`config.mk`:
```
export PLATFORM = sky130hd
export DESIGN_NAME = fetch_unit
export DESIGN_NICKNAME = d
export VERILOG_FILES = /design/src/rtl/fetch_unit.sv
export SDC_FILE = /design/constraint.sdc
export NUM_CORES = 1
export LEC_CHECK = 0
export BUFFER_PORTS_ARGS = -buffer_cell sky130_fd_sc_hd__buf_2
export CAP_MARGIN = 40
export CORE_MARGIN = 2
export CORE_UTILIZATION = 47
export CTS_BUF_LIST = sky130_fd_sc_hd__clkbuf_2
export DETAILED_ROUTE_END_ITERATION = 16
export GPL_TIMING_DRIVEN = 0
export PLACE_DENSITY = 0.89
export SLEW_MARGIN = 10
export SYNTH_ARGS = -nofsm -noshare
export SYNTH_HDL_FRONTEND = slang
export SYNTH_SLANG_ARGS = --single-unit
```
`constraint.sdc`:
```
create_clock -name clk -period 2.2 [get_ports clk]
set_input_delay 0.33 -clock clk [delete_from_list [all_inputs] [get_ports clk]]
set_output_delay 0.33 -clock clk [all_outputs]
set_load 0.01 [all_outputs]
```
`src/rtl/fetch_unit.sv`:
```
// Instruction-fetch stage: owns the PC, addresses Instruction_Mem and fills the
// IF/ID register, with stall, redirect/flush, sticky fault and fetch counting.
module fetch_unit #(
  parameter logic [31:0] RESET_PC  = 32'h0000_0000,
  parameter int unsigned MEM_WORDS = 128,
  parameter logic [31:0] NOP       = 32'h0000_0013
) (
  input  logic        clk,
  input  logic        rst,
  input  logic        Stall,
  input  logic        Redirect,
  input  logic [31:0] Target,
  input  logic [31:0] Inst,
  output logic [31:0] Dir,
  output logic [31:0] PC_ID,
  output logic [31:0] PCplus4_ID,
  output logic [31:0] Inst_ID,
  output logic        Valid_ID,
  output logic        Fault,
  output logic [31:0] FetchCount
);

  logic [31:0] pc;
  logic [31:0] pc_plus4;
  logic        in_range;

  assign Dir      = {2'b00, pc[31:2]};
  assign pc_plus4 = pc + 32'd4;
  assign in_range = (Dir < MEM_WORDS);

  always_ff @(posedge clk) begin
    if (rst) begin
      pc         <= RESET_PC;
      PC_ID      <= '0;
      PCplus4_ID <= 32'd4;
      Inst_ID    <= NOP;
      Valid_ID   <= 1'b0;
      Fault      <= 1'b0;
      FetchCount <= '0;
    end else if (Redirect) begin
      pc       <= Target & ~32'h3;
      Inst_ID  <= NOP;
      Valid_ID <= 1'b0;
      if (Target[1:0] != 2'b00) Fault <= 1'b1;
    end else if (!Stall) begin
      PC_ID      <= pc;
      PCplus4_ID <= pc_plus4;
      if (in_range) begin
        Inst_ID    <= Inst;
        Valid_ID   <= 1'b1;
        FetchCount <= FetchCount + 32'd1;
        pc         <= pc_plus4;
      end else begin
        // Out-of-range fetch parks on the faulting PC until redirect or reset.
        Inst_ID  <= NOP;
        Valid_ID <= 1'b0;
        Fault    <= 1'b1;
      end
    end
  end

endmodule

```
==> run_results.csv <==
group,metric,value,unit
outcome,status,"finished with violations",
outcome,violations,"setup timing",
global_route,grtUsageMet2,52.6,%
place,place_area,0.00832,mm²
run,drv_cap,0,
place,placed_cells,1248,
setup_path,crit_type,"in -> reg",
finish,layout-drive-gt1-share,32.0,%
clock_network,clock_sinks,156,
logic_synthesis,synth_top_family_by_area,"simple AND/OR/NAND/NOR gates",
logic_synthesis,synthSimpleGateAreaFrac,27.6,%
logic_synthesis,synth_fa_ha_area_share,0.360,%
power_and_ir_drop,ir_drop,0.297,mV
logic_synthesis,synth_seq_cells,156,
sta,relSlewSlack,44.0,%
setup_path,slowest_stage,"dlygate4sd3_1",
clock_network,cts_max_level,4,
logic_synthesis,synthDistinctLibCells,46,
global_route,grt_overflow_total,0,
routing,ant_nets,0,
setup_path,cp-start-kind,"input port",
logic_synthesis,synthXorXnorAreaFrac,1.26,%
floorplan,io_pins,230,
floorplan,dieHeight,126,µm
place,io_buffers,223,
logic_synthesis,synth_top_area_cell,"dfxtp_1",
global_route,met1_usage,36.0,%
routing,drtPass1Iterations,5,
logic_synthesis,ys_seq_area_share,44.9,%
sta,setup_violations,2,
routing,vias,7920,
finish,syn_to_final_growth,38.0,%
hold_path,hp-class,"in -> reg",
floorplan,die_area,0.0158,mm²
logic_synthesis,synthMuxAreaShare,5.74,%
setup_path,cp.required,2.78,ns
logic_synthesis,synth_compound_area_share,14.4,%
routing,wl_per_cell,18.3,µm
global_route,grt_pass1_wl,38300,µm
setup_path,cp_top_family,"buffers and inverters",
finish,finalInstanceArea,0.00960,mm²
sta,rsz0062_at_grt,"yes",
global_route,antenna_found_initial,0,
sta,hold_viol,0,
clock_network,cts_tree,"done",
global_route,grt-busiest-layer,"met2",
setup_path,cpPeakStageDelay,0.54,ns
power_and_ir_drop,power_density,553,mW/mm²
logic_synthesis,mappedNetlistArea,0.00696,mm²
logic_synthesis,async_flop_share,0,%
logic_synthesis,yosysTopAreaCellShare,44.9,%
global_route,grt_max_degree,17,
setup_path,cp_num_buf_inv,5,
sta,clock_skew,0.0502,ns
clock_network,clock_latency,0.72,ns
setup_path,end_kind,"flop",
floorplan,initial_core_util,48.0,%
sta,hold_ws,0.104,ns
setup_path,path_cells,"dlygate4sd3_1 -> buf_2 -> clkbuf_1 -> nor2_1 -> clkbuf_1 -> buf_1 -> a311oi_1",
finish,fin_nets,1221,
sta,setup-tns-final,-0.0122,ns
floorplan,core-area,0.0145,mm²
logic_synthesis,synth_ff_type,"dfxtp_1",
place,gp_routability_congestion,0.889,
setup_path,crit_fanout,10,
logic_synthesis,synth-edff-count,0,
finish,fin_cells,1348,
floorplan,row_count,44,
clock_network,clk_pin_slew,0.22,ns
setup_path,cp_common_cell,"clkbuf_1",
clock_network,root_buffer,"clkbuf_2",
clock_network,numCtsBuffers,17,
finish,antenna_cells,0,
power_and_ir_drop,power.leakage,3.96,nW
logic_synthesis,ys.warnings.count,0,
routing,drtIter0Drc,611,
global_route,use_met3,8.54,%
logic_synthesis,synth_area_leaders,"dfxtp_1 45%, nand2_1 5.8%, a21oi_1 5.8%",
place,place_hpwl,16200,µm
setup_path,crit_arrival,2.78,ns
sta,post-route-period-util,100,%
routing,drc,0,
sta,tightest_slew,0.840,ns
floorplan,die_x,126,µm
routing,viasPerCell,5.88,
logic_synthesis,netlist_instances,836,
sta,maxSlewViolCount,0,
routing,routed_wl,24700,µm
logic_synthesis,syn_area_per_cell,8.32,µm²
global_route,grt_use_total,30.2,%
sta,setup_slack,-0.00695,ns
global_route,first_global_vias,7377,
clock_network,clk_path_buf_depth,2,
sta,max_freq,453,MHz
sta,period_minus_slack,2.21,ns
==> layout by cell type, fill, tap and decap left out, types with 4 or more instances in the layout <==
cell           instances
inv_1                  7
buf_4                 20
o21ai_0               14
buf_2                224
conb_1                 6
a211oi_1              10
and2_1                 4
xnor2_1                4
nand4_1               49
or3_1                  7
and4_1                11
buf_1                  9
mux2_2                15
nor4_1                 8
nor4_2                10
or4_1                 28
nand3_1               24
clkbuf_2              35
or4_4                  4
mux2i_1               23
nor2_1                79
a21oi_1               80
o31ai_1               28
xor2_1                 6
dlygate4sd3_1         65
nand2_1              108
nor2b_1               15
nor3_1                 6
dfxtp_4                7
clkinv_2               4
nor4_4                 8
buf_6                  4
clkbuf_1              34
a311oi_1              17
dfxtp_1              132
dfxtp_2               17
==> layer usage <==
layer	part of all wire (%)	vias to the layer above	wire, µm
met5	0	-	0
met4	2.7	0	663
met3	10	67	2520
met2	49	500	12100
met1	38	3698	9360
li1	-	3655	-
==> report_power, final <==
| group | switching (W) | internal [W] | total, W |
|---|---|---|---|
| combinational | 0.000484 | 0.000362 | 0.000846 |
| clock | 0.00104 | 0.000401 | 0.00144 |
| sequential | 0.000101 | 0.00292 | 0.00302 |
| total | 0.00163 | 0.00368 | 0.00531 |
==> sequential cells by signal (all words and copies together) (netlist names) <==
signal	flops
PCplus4_ID	30
Fault	1
Valid_ID	1
pc	30
FetchCount	32
PC_ID	30
Inst_ID	32
==> final timing paths <==
check	from	to	slack, ns	cells after the start
worst min-delay path	Redirect	FetchCount[3]	0.10	5
worst min register to register	PC_ID[17]	PC_ID[17]	0.47	2
worst max register to register	pc[14]	PCplus4_ID[30]	0.05	6
worst max-delay path	Stall	PCplus4_ID[15]	-0.007	7
==> metrics by stage <==
step	utilization, %	total power (W)	worst slack [ns]
finish	66.3	0.00531	-0.00695
global route	66.3	0.00553	-0.0411
CTS	65.4	0.00527	0.00101
detailed placement	57.5	0.00374	-0.578
global placement	57.5	0.00372	-0.540
floorplan	-	0.00343	0.0302
==> Yosys cell counts, drive strengths merged, types with 14 or more instances <==
cell type  count
a21oi         80
a311oi        18
buf           25
clkbuf        62
dfxtp        156
mux2          15
mux2i         23
nand2        108
nand3         24
nand4         50
nor2          79
nor2b         15
nor4          26
o21ai         14
o31ai         29
or4           32
==> cell families (layout without fill, tap and decap cells) <==
kind of cell	Yosys count	after routing
xor gates and xnor gates	10	10
AOI/OAI and AO/OA	161	161
buffers and inverters	95	418
DFF	156	156
adders and majority gates	2	2
muxes	38	38
and+or+nand+nor	373	373
other	1	6
==> layout make-up <==
type	instances	area, µm²
clock inverter	13	103
fill	1146	4880
multi-input combinational	590	3680
tap	184	230
inverter	8	30.0
sequential	156	3170
buffer	80	438
clock buffer	19	95.1
timing repair buffer	298	1850
==> worst register-to-register path: cells and delay by family, from the launching register on <==
family          cells  cell delay (ns)
compound gates      1             0.26
simple gates        3             1.17
buf+inv             2             0.28
flops               1             0.39
==> repair_timing <==
item                                   CTS  global route
pin swaps                                4             7
hold buffers                            65             0
buffers inserted                         8             2
resized for setup                       61            68
setup endpoints to repair               89            96
endpoints found under the hold margin   65             0
No activity file was read; power rests on OpenSTA's default activity.
